**src/rtl/io_port_bridge_if.sv**
```systemverilog
// Processor/device signal bundle for io_port_bridge.
// Defining IO_OUT_STALL_EN adds the io_stall output.
interface io_port_bridge_if #(
    parameter int DATA_W = 16
);
    logic              out_wr_en;
    logic [DATA_W-1:0] out_wr_data;
    logic              in_rd_en;
    logic [DATA_W-1:0] in_port_data;
    logic              in_port_valid;
    logic [DATA_W-1:0] tx_data;
    logic              tx_valid;
    logic              tx_ready;
    logic [DATA_W-1:0] rx_data;
    logic              rx_valid;
    logic              rx_ready;
    logic              clr_flags;
    logic              out_overflow;
    logic              in_underflow;
`ifdef IO_OUT_STALL_EN
    logic              io_stall;

    modport slave (
        input  out_wr_en, out_wr_data, in_rd_en, tx_ready, rx_data, rx_valid, clr_flags,
        output in_port_data, in_port_valid, tx_data, tx_valid, rx_ready,
               out_overflow, in_underflow, io_stall
    );

    modport master (
        output out_wr_en, out_wr_data, in_rd_en, tx_ready, rx_data, rx_valid, clr_flags,
        input  in_port_data, in_port_valid, tx_data, tx_valid, rx_ready,
               out_overflow, in_underflow, io_stall
    );
`else
    modport slave (
        input  out_wr_en, out_wr_data, in_rd_en, tx_ready, rx_data, rx_valid, clr_flags,
        output in_port_data, in_port_valid, tx_data, tx_valid, rx_ready,
               out_overflow, in_underflow
    );

    modport master (
        output out_wr_en, out_wr_data, in_rd_en, tx_ready, rx_data, rx_valid, clr_flags,
        input  in_port_data, in_port_valid, tx_data, tx_valid, rx_ready,
               out_overflow, in_underflow
    );
`endif
endinterface

```
**src/rtl/io_port_bridge.sv**
```systemverilog
// TX/RX FIFO bridge between processor OUT/IN instructions and a valid/ready device.
// IO_OUT_STALL_EN: stall OUT via io_stall instead of dropping words on a full TX FIFO.
module io_port_bridge #(
    parameter int DATA_W = 16,
    parameter int DEPTH  = 4
) (
    input  logic             clk,
    input  logic             rst,
    io_port_bridge_if.slave  bus
);
    localparam int PTR_W = $clog2(DEPTH);
    localparam int CNT_W = PTR_W + 1;
    localparam logic [CNT_W-1:0] C_FULL = CNT_W'(DEPTH);

    logic [DATA_W-1:0] r_tx_mem [DEPTH];
    logic [PTR_W-1:0]  r_tx_wr_ptr;
    logic [PTR_W-1:0]  r_tx_rd_ptr;
    logic [CNT_W-1:0]  r_tx_count;

    logic [DATA_W-1:0] r_rx_mem [DEPTH];
    logic [PTR_W-1:0]  r_rx_wr_ptr;
    logic [PTR_W-1:0]  r_rx_rd_ptr;
    logic [CNT_W-1:0]  r_rx_count;

    logic r_in_underflow;

    logic w_tx_valid;
    logic w_tx_full;
    logic w_tx_pop;
    logic w_tx_push;
    logic w_rx_valid;
    logic w_rx_ready;
    logic w_rx_pop;
    logic w_rx_push;
    logic w_underflow_set;

    assign w_tx_valid = (r_tx_count != '0);
    assign w_tx_full  = (r_tx_count == C_FULL);
    assign w_tx_pop   = w_tx_valid && bus.tx_ready;
    // A full FIFO still accepts a word when its head leaves in the same cycle.
    assign w_tx_push  = bus.out_wr_en && (!w_tx_full || w_tx_pop);

    assign w_rx_valid = (r_rx_count != '0);
    assign w_rx_ready = rst && (r_rx_count != C_FULL);
    assign w_rx_push  = bus.rx_valid && w_rx_ready;
    assign w_rx_pop   = bus.in_rd_en && w_rx_valid;
    assign w_underflow_set = bus.in_rd_en && !w_rx_valid;

    assign bus.tx_valid      = w_tx_valid;
    assign bus.tx_data       = w_tx_valid ? r_tx_mem[r_tx_rd_ptr] : '0;
    assign bus.in_port_valid = w_rx_valid;
    assign bus.in_port_data  = w_rx_valid ? r_rx_mem[r_rx_rd_ptr] : '0;
    assign bus.rx_ready      = w_rx_ready;
    assign bus.in_underflow  = r_in_underflow;

`ifdef IO_OUT_STALL_EN
    assign bus.io_stall     = w_tx_full && !w_tx_pop;
    assign bus.out_overflow = 1'b0;
`else
    logic r_out_overflow;
    logic w_overflow_set;

    assign w_overflow_set   = bus.out_wr_en && w_tx_full && !w_tx_pop;
    assign bus.out_overflow = r_out_overflow;

    always_ff @(posedge clk or negedge rst) begin
        if (!rst) begin
            r_out_overflow <= 1'b0;
        end else if (w_overflow_set) begin
            r_out_overflow <= 1'b1;
        end else if (bus.clr_flags) begin
            r_out_overflow <= 1'b0;
        end
    end
`endif

    // Storage carries no reset; validity comes solely from the counts.
    always_ff @(posedge clk) begin
        if (w_tx_push) begin
            r_tx_mem[r_tx_wr_ptr] <= bus.out_wr_data;
        end
        if (w_rx_push) begin
            r_rx_mem[r_rx_wr_ptr] <= bus.rx_data;
        end
    end

    always_ff @(posedge clk or negedge rst) begin
        if (!rst) begin
            r_tx_wr_ptr    <= '0;
            r_tx_rd_ptr    <= '0;
            r_tx_count     <= '0;
            r_rx_wr_ptr    <= '0;
            r_rx_rd_ptr    <= '0;
            r_rx_count     <= '0;
            r_in_underflow <= 1'b0;
        end else begin
            if (w_tx_push) begin
                r_tx_wr_ptr <= r_tx_wr_ptr + PTR_W'(1);
            end
            if (w_tx_pop) begin
                r_tx_rd_ptr <= r_tx_rd_ptr + PTR_W'(1);
            end
            if (w_tx_push && !w_tx_pop) begin
                r_tx_count <= r_tx_count + CNT_W'(1);
            end else if (!w_tx_push && w_tx_pop) begin
                r_tx_count <= r_tx_count - CNT_W'(1);
            end

            if (w_rx_push) begin
                r_rx_wr_ptr <= r_rx_wr_ptr + PTR_W'(1);
            end
            if (w_rx_pop) begin
                r_rx_rd_ptr <= r_rx_rd_ptr + PTR_W'(1);
            end
            if (w_rx_push && !w_rx_pop) begin
                r_rx_count <= r_rx_count + CNT_W'(1);
            end else if (!w_rx_push && w_rx_pop) begin
                r_rx_count <= r_rx_count - CNT_W'(1);
            end

            if (w_underflow_set) begin
                r_in_underflow <= 1'b1;
            end else if (bus.clr_flags) begin
                r_in_underflow <= 1'b0;
            end
        end
    end
endmodule
```
**src/flat_wrapper.sv**
```systemverilog
// flat-port wrapper written by rule: the top's interface ports become plain ports
module io_port_bridge_flat 
#(
    parameter int DATA_W = 16,
    parameter int DEPTH  = 4
)
  (clk, rst, bus_out_wr_en, bus_out_wr_data, bus_in_rd_en, bus_tx_ready, bus_rx_data, bus_rx_valid, bus_clr_flags, bus_in_port_data, bus_in_port_valid, bus_tx_data, bus_tx_valid, bus_rx_ready, bus_out_overflow, bus_in_underflow);
  io_port_bridge_if #(.DATA_W(DATA_W)) bus_i ();
  input  logic clk;
  input  logic rst;
  input wire logic [$bits(bus_i.out_wr_en)-1:0] bus_out_wr_en;
  input wire logic [$bits(bus_i.out_wr_data)-1:0] bus_out_wr_data;
  input wire logic [$bits(bus_i.in_rd_en)-1:0] bus_in_rd_en;
  input wire logic [$bits(bus_i.tx_ready)-1:0] bus_tx_ready;
  input wire logic [$bits(bus_i.rx_data)-1:0] bus_rx_data;
  input wire logic [$bits(bus_i.rx_valid)-1:0] bus_rx_valid;
  input wire logic [$bits(bus_i.clr_flags)-1:0] bus_clr_flags;
  output wire logic [$bits(bus_i.in_port_data)-1:0] bus_in_port_data;
  output wire logic [$bits(bus_i.in_port_valid)-1:0] bus_in_port_valid;
  output wire logic [$bits(bus_i.tx_data)-1:0] bus_tx_data;
  output wire logic [$bits(bus_i.tx_valid)-1:0] bus_tx_valid;
  output wire logic [$bits(bus_i.rx_ready)-1:0] bus_rx_ready;
  output wire logic [$bits(bus_i.out_overflow)-1:0] bus_out_overflow;
  output wire logic [$bits(bus_i.in_underflow)-1:0] bus_in_underflow;
  assign bus_i.out_wr_en = bus_out_wr_en;
  assign bus_i.out_wr_data = bus_out_wr_data;
  assign bus_i.in_rd_en = bus_in_rd_en;
  assign bus_i.tx_ready = bus_tx_ready;
  assign bus_i.rx_data = bus_rx_data;
  assign bus_i.rx_valid = bus_rx_valid;
  assign bus_i.clr_flags = bus_clr_flags;
  assign bus_in_port_data = bus_i.in_port_data;
  assign bus_in_port_valid = bus_i.in_port_valid;
  assign bus_tx_data = bus_i.tx_data;
  assign bus_tx_valid = bus_i.tx_valid;
  assign bus_rx_ready = bus_i.rx_ready;
  assign bus_out_overflow = bus_i.out_overflow;
  assign bus_in_underflow = bus_i.in_underflow;
  io_port_bridge #(.DATA_W(DATA_W), .DEPTH(DEPTH)) u_core (.clk(clk), .rst(rst), .bus(bus_i));
endmodule
```
**config.mk**
```make
export PLATFORM = sky130hd
export DESIGN_NAME = io_port_bridge_flat
export DESIGN_NICKNAME = d
export VERILOG_FILES = /design/src/rtl/io_port_bridge_if.sv /design/src/rtl/io_port_bridge.sv /design/src/flat_wrapper.sv
export SDC_FILE = /design/constraint.sdc
export NUM_CORES = 1
export LEC_CHECK = 0
export ABC_CLOCK_PERIOD_IN_PS = 3000
export CORE_UTILIZATION = 45
export CTS_CLUSTER_SIZE = 20
export DETAILED_ROUTE_END_ITERATION = 16
export GPL_TIMING_DRIVEN = 0
export PLACE_DENSITY = 0.67
export SKIP_CTS_REPAIR_TIMING = 1
export SYNTH_ARGS = -nofsm -noshare
export SYNTH_HDL_FRONTEND = slang
export SYNTH_SLANG_ARGS = --single-unit
export TNS_END_PERCENT = 1
```
**constraint.sdc**
```tcl
create_clock -name clk -period 3 [get_ports clk]
set_clock_uncertainty 0.05 [all_clocks]
set_input_delay 0.45 -clock clk [delete_from_list [all_inputs] [get_ports clk]]
set_output_delay 0.45 -clock clk [all_outputs]
set_load 0.1 [all_outputs]
```
# [After elaboration in Yosys (flattened, before gate mapping)]
# Memories as Yosys holds them, arrays and structs flattened.
# Index checks and enable logic that the tools add are counted.
[word_totals] regBits=16 ramBits=128 input_bits=39 out_inout_bits=37 elab_cells=58 mem_count=2
[op_classes] add_sub_neg=8 n_eq_ne=2 n_mux=13 reduce_logical=25
[memory_table] name="u_core.r_rx_mem" depth=4 width=16 read_ports=1 rd_clocked_by_memory_dff=0 wr=1 line="io_port_bridge.sv:20" source="logic [DATA_W-1:0] r_rx_mem [DEPTH];"
[memory_table] name="u_core.r_tx_mem" depth=4 width=16 read_ports=1 rd_clocked_by_memory_dff=0 wr=1 line="io_port_bridge.sv:15" source="logic [DATA_W-1:0] r_tx_mem [DEPTH];"
[ops] operator="$mux W16" count=2
[ops] operator="$logic_and A1 B1 Y1" count=12
[ops] operator="$mux W3" count=4
[ops] operator="$add A2 B1 Y2 const B" count=4
[ops] operator="$reduce_bool A2 Y1" count=4
[ops] operator="$mux W1" count=7
[ops] operator="$add A3 B1 Y3 const B" count=2
[ops] operator="$logic_not A1 Y1" count=6
[ops] operator="$reduce_bool A3 Y1" count=2
[ops] operator="$sub A3 B1 Y3 const B" count=2
[ops] operator="$eq A3 B3 Y1 const B" count=1
[ops] operator="$ne A3 B3 Y1 const B" count=1
[ops] operator="$logic_or A1 B1 Y1" count=1

# [Depth between registers and ports, before layout]
[depth] word_depth=8 ltp_mapped=9

# [Least setup slack after synthesis]
# OpenSTA, ideal clock, no wires.
[synth_path] path_kind="register -> output" startpoint="reg u_core.r_rx_count[0]" endpoint="out bus_rx_ready" arrival_time_ns=2.652 required_ns=2.500 slack_ns=-0.152 stages_incl_launch_ff=3 cell_sequence="dfrtp_1 nor2_1 a21boi_0"
[synth_between] elab_chain_len=2
[synth_lines] item="start: declaration" line="io_port_bridge.sv:23" source="logic [CNT_W-1:0] r_rx_count;"
[synth_lines] item="start signal: assignment" line="io_port_bridge.sv:116" source="r_rx_count <= r_rx_count + CNT_W'(1);"
[synth_lines] item="start signal: assignment" line="io_port_bridge.sv:118" source="r_rx_count <= r_rx_count - CNT_W'(1);"
[synth_lines] item="$ne A3 B3 Y1" line="io_port_bridge.sv:44" source="assign w_rx_ready = rst && (r_rx_count != C_FULL);"
[synth_lines] item="$logic_and A1 B1 Y1" line="io_port_bridge.sv:44"
[synth_lines] item="end: declaration" line="flat_wrapper.sv:22" source="output wire logic [$bits(bus_i.rx_ready)-1:0] bus_rx_ready;"
# No other way between the ends.

# [Worst setup path in the final report]
[layout_path] startpoint="reg u_core.r_rx_rd_ptr[1]" endpoint="out bus_in_port_data[9]"
[layout_between] elab_chain_len=2
[layout_lines] item="start: declaration" line="io_port_bridge.sv:22" source="logic [PTR_W-1:0] r_rx_rd_ptr;"
[layout_lines] item="start signal: assignment" line="io_port_bridge.sv:113" source="r_rx_rd_ptr <= r_rx_rd_ptr + PTR_W'(1);"
[layout_lines] item="$mem_v2 Z4 W16"
[layout_lines] item="$mux W16" line="io_port_bridge.sv:52" source="assign bus.in_port_data = w_rx_valid ? r_rx_mem[r_rx_rd_ptr] : '0;"
[layout_lines] item="end: declaration" line="flat_wrapper.sv:18" source="output wire logic [$bits(bus_i.in_port_data)-1:0] bus_in_port_data;"
# No other way between the ends.

==> summary.txt <==
Run status - finished clean
Maximum number of pins on one net before global-route repair - 19
TritonCTS clock tree - yes
Horizontal die dimension - 116 um
Vias per inst - 4.97
FF-to-FF Start - u_core.r_rx_count[0]$_DFFE_PN0P_
Fraction of final layout cells sized beyond drive strength 1 - 16.9%
Ys Warns - 0
Maximum clock frequency - 348 MHz
Worst-Skew Late Latency - 0.41 ns
Required time at the worst-slack endpoint - 2.50 ns
Routed via count - 2794
Average detailed-routed wire length per instance - 17.6 um
Worst Tran Pin Value - 0.974 ns
Setup Viol. Count Final - 0
Boundary pin count - 76
Category of the worst setup path launch point - register
Number of instances in the synthesized netlist - 283
Post-Syn Nets - 334
Count of max-cap constraint violations - 0
Length of the first detailed-routing pass in iterations - 4
Count of standard-cell rows - 41
Total CTS buffers - 17
Number of global-route vias before repair - 2895
Setup repair after global routing missed its margin - no
Kind of critical path - register to primary output
Max FO, Critical Path - 10
Number of buffers inserted by port buffering - 75
Flip-flop and latch count after synthesis - 144
Type of the tightest min-delay check - input port to asynchronous set/reset pin
Vertical die dimension - 116 um
Logic depth of the worst register-to-register path - 9
Post-layout util - 58.0%
Sum of net half-perimeters after detailed placement - 6210 um
Antenna-violating nets left - 0
Part of the Yosys area used for sequential elements - 72.9%
Fill cell total of the finished layout - 1004
Number of diodes added for antenna fixing - 0
Core Region - 12600 um^2
Clk slew on worst S/H paths - 0.05 ns
Setup slack of the most critical reg-to-reg path - 0.58 ns
Initial antenna violation count - 0
Global route total overflow - 0
Max-slew violation count - 0
Post-route DRC - 0
Number of nets in the final layout - 428
Wire length of the first global-routing pass - 15500 um
Total count of hold-check failures in the final report - 0
CTS H-Tree Depth - 4
Post-detailed-routing wire length - 9910 um
Average cell area after synthesis - 20.6 um^2
Clock period minus final worst setup slack - 2.88 ns
Max Root-Sink Buffers - 2
Routability-driven placement congestion ratio - 0.668
Starting utilization of the core area - 46.1%
Slew margin rel. - 35.0%
Die footprint - 13400 um^2
Post-synthesis cell type count - 25
Critical register-to-register path endpoint - u_core.r_rx_count[2]$_DFFE_PN0P_
Layout-stage area growth over the synthesis result - 25.7%
Final cycle utilization of the critical path - 95.9%
Overall Global Routing Usage - 16.5%
1st-iter DRT viols - 115
Clk sink count - 144
Type of element capturing the critical path - primary output
Arrival time worst endpoint - 2.38 ns
Clock root buffer - sky130_fd_sc_hd__clkbuf_16
Mapped cell area - 5820 um^2
==> kinds of logic (layout without fill, tap and decap cells) <==
kind of cell    after synthesis  in the layout  share of synthesized area, %
compound gates                4              4                         0.408
mux                          36             36                          14.2
simple gates                 53             53                          5.50
flops                       144            144                          72.9
buf+inv                      22            129                          2.36
fa+ha+maj                    12             12                          2.84
xor+xnor                     12             12                          1.81
==> Yosys cell counts <==
cell / instances / share of area [%]
sky130_fd_sc_hd__o22ai_1: 1 / 0.11
sky130_fd_sc_hd__nor2b_1: 1 / 0.11
sky130_fd_sc_hd__a21oi_1: 1 / 0.086
sky130_fd_sc_hd__mux4_1: 16 / 7.2
sky130_fd_sc_hd__edfxtp_1: 128 / 66
sky130_fd_sc_hd__inv_1: 9 / 0.58
sky130_fd_sc_hd__o21ai_0: 1 / 0.086
sky130_fd_sc_hd__and2_1: 40 / 4.3
sky130_fd_sc_hd__a21boi_0: 1 / 0.13
sky130_fd_sc_hd__buf_12: 2 / 0.69
sky130_fd_sc_hd__nor2_1: 3 / 0.19
sky130_fd_sc_hd__clkbuf_1: 3 / 0.19
sky130_fd_sc_hd__nand3_1: 2 / 0.17
sky130_fd_sc_hd__or3_1: 2 / 0.21
sky130_fd_sc_hd__mux4_2: 16 / 6.2
sky130_fd_sc_hd__mux2_2: 4 / 0.77
sky130_fd_sc_hd__xor2_1: 4 / 0.60
sky130_fd_sc_hd__fa_1: 2 / 0.69
sky130_fd_sc_hd__xnor2_1: 8 / 1.2
sky130_fd_sc_hd__ha_1: 10 / 2.1
sky130_fd_sc_hd__buf_2: 6 / 0.52
sky130_fd_sc_hd__dfrtp_1: 16 / 6.9
sky130_fd_sc_hd__nand2_1: 4 / 0.26
sky130_fd_sc_hd__buf_6: 2 / 0.39
sky130_fd_sc_hd__nor4b_2: 1 / 0.26
==> metrics by stage <==
step	setup TNS, ns	worst slack (ns)	hold slack [ns]	area, um^2	cells
CTS	-11.05	-0.463	0.431	7330	562
floorplan	0	0.116	0.104	5820	283
global placement	-23.99	-0.447	0.414	6790	530
global route	0	0.00620	0.133	7320	562
finish	0	0.123	0.0790	7320	562
detailed placement	-26.00	-0.457	0.418	6790	530
==> state kept, by name, indices dropped and copies added, names as in the netlist <==
| signal | count |
|---|---|
| u_core.r_rx_mem | 64 |
| u_core.r_tx_mem | 64 |
| u_core.r_rx_count | 3 |
| u_core.r_tx_count | 3 |
| u_core.r_rx_rd_ptr | 2 |
| u_core.r_rx_wr_ptr | 2 |
| u_core.r_tx_rd_ptr | 2 |
| u_core.r_tx_wr_ptr | 2 |
| u_core.bus.in_underflow | 1 |
| u_core.bus.out_overflow | 1 |
==> layer usage <==
| metal | global-route usage, % | vias to the layer above | routed length, um |
|---|---|---|---|
| met5 | 0 | - | 0 |
| met4 | 7.69 | 0 | 188 |
| met3 | 5.18 | 18 | 482 |
| met2 | 26.1 | 72 | 4710 |
| met1 | 21.0 | 1408 | 4530 |
| li1 | - | 1296 | - |
==> final cells by class <==
type                    count  area, um^2  share of cell area [%]
flip-flops and latches    144        4240                    58.0
multi-input cells         117        1440                    19.7
repair buffers             75         743                    10.2
clock buffers              22         444                    6.07
well taps                 172         215                    2.94
plain buffers              13         104                    1.42
clock inverters            10        93.8                    1.28
inverters                   9        33.8                   0.462
==> worst max-delay path, cell delays in order (launching register included) <==
cell and delay [ns]:
sky130_fd_sc_hd__dfrtp_1 0.31, sky130_fd_sc_hd__buf_2 0.21, sky130_fd_sc_hd__buf_2 0.32, sky130_fd_sc_hd__mux4_2 0.24, sky130_fd_sc_hd__and2_1 0.13, sky130_fd_sc_hd__dlymetal6s2s_1 0.75
==> how the worst max path moves through the flow <==
stage / slack (ns) / from / to
finish: 0.12 / u_core.r_rx_rd_ptr[1]$_DFFE_PN0P_ / bus_in_port_data[9]
global route: 0.006 / u_core.r_rx_rd_ptr[1]$_DFFE_PN0P_ / bus_in_port_data[14]
CTS: -0.46 / u_core.r_tx_count[0]$_DFFE_PN0P_ / bus_tx_data[9]
detailed placement: -0.46 / rst / bus_rx_ready
global placement: -0.45 / rst / bus_rx_ready
floorplan: 0.12 / u_core.r_rx_count[0]$_DFFE_PN0P_ / bus_in_port_data[10]
==> placed cells by master (no fill, tap or decap) <==
cell,instances
sky130_fd_sc_hd__a21boi_1,1
sky130_fd_sc_hd__a21oi_1,1
sky130_fd_sc_hd__and2_1,40
sky130_fd_sc_hd__buf_12,2
sky130_fd_sc_hd__buf_2,6
sky130_fd_sc_hd__buf_6,2
sky130_fd_sc_hd__bufinv_16,2
sky130_fd_sc_hd__clkbuf_1,8
sky130_fd_sc_hd__clkbuf_16,17
sky130_fd_sc_hd__clkbuf_2,13
sky130_fd_sc_hd__clkdlybuf4s50_1,39
sky130_fd_sc_hd__clkinv_1,5
sky130_fd_sc_hd__clkinv_2,3
sky130_fd_sc_hd__dfrtp_1,16
sky130_fd_sc_hd__dlymetal6s2s_1,23
sky130_fd_sc_hd__edfxtp_1,128
sky130_fd_sc_hd__fa_1,2
sky130_fd_sc_hd__ha_1,10
sky130_fd_sc_hd__inv_1,9
sky130_fd_sc_hd__mux2_2,4
sky130_fd_sc_hd__mux4_1,16
sky130_fd_sc_hd__mux4_2,16
sky130_fd_sc_hd__nand2_1,4
sky130_fd_sc_hd__nand3_1,2
sky130_fd_sc_hd__nor2_1,3
sky130_fd_sc_hd__nor2b_1,1
sky130_fd_sc_hd__nor4b_2,1
sky130_fd_sc_hd__o21ai_0,1
sky130_fd_sc_hd__o22ai_1,1
sky130_fd_sc_hd__or3_1,2
sky130_fd_sc_hd__xnor2_1,8
sky130_fd_sc_hd__xor2_1,4
Power is not shown: default switching activity piles up to over one toggle a cycle in this logic, so the estimate is an artifact.
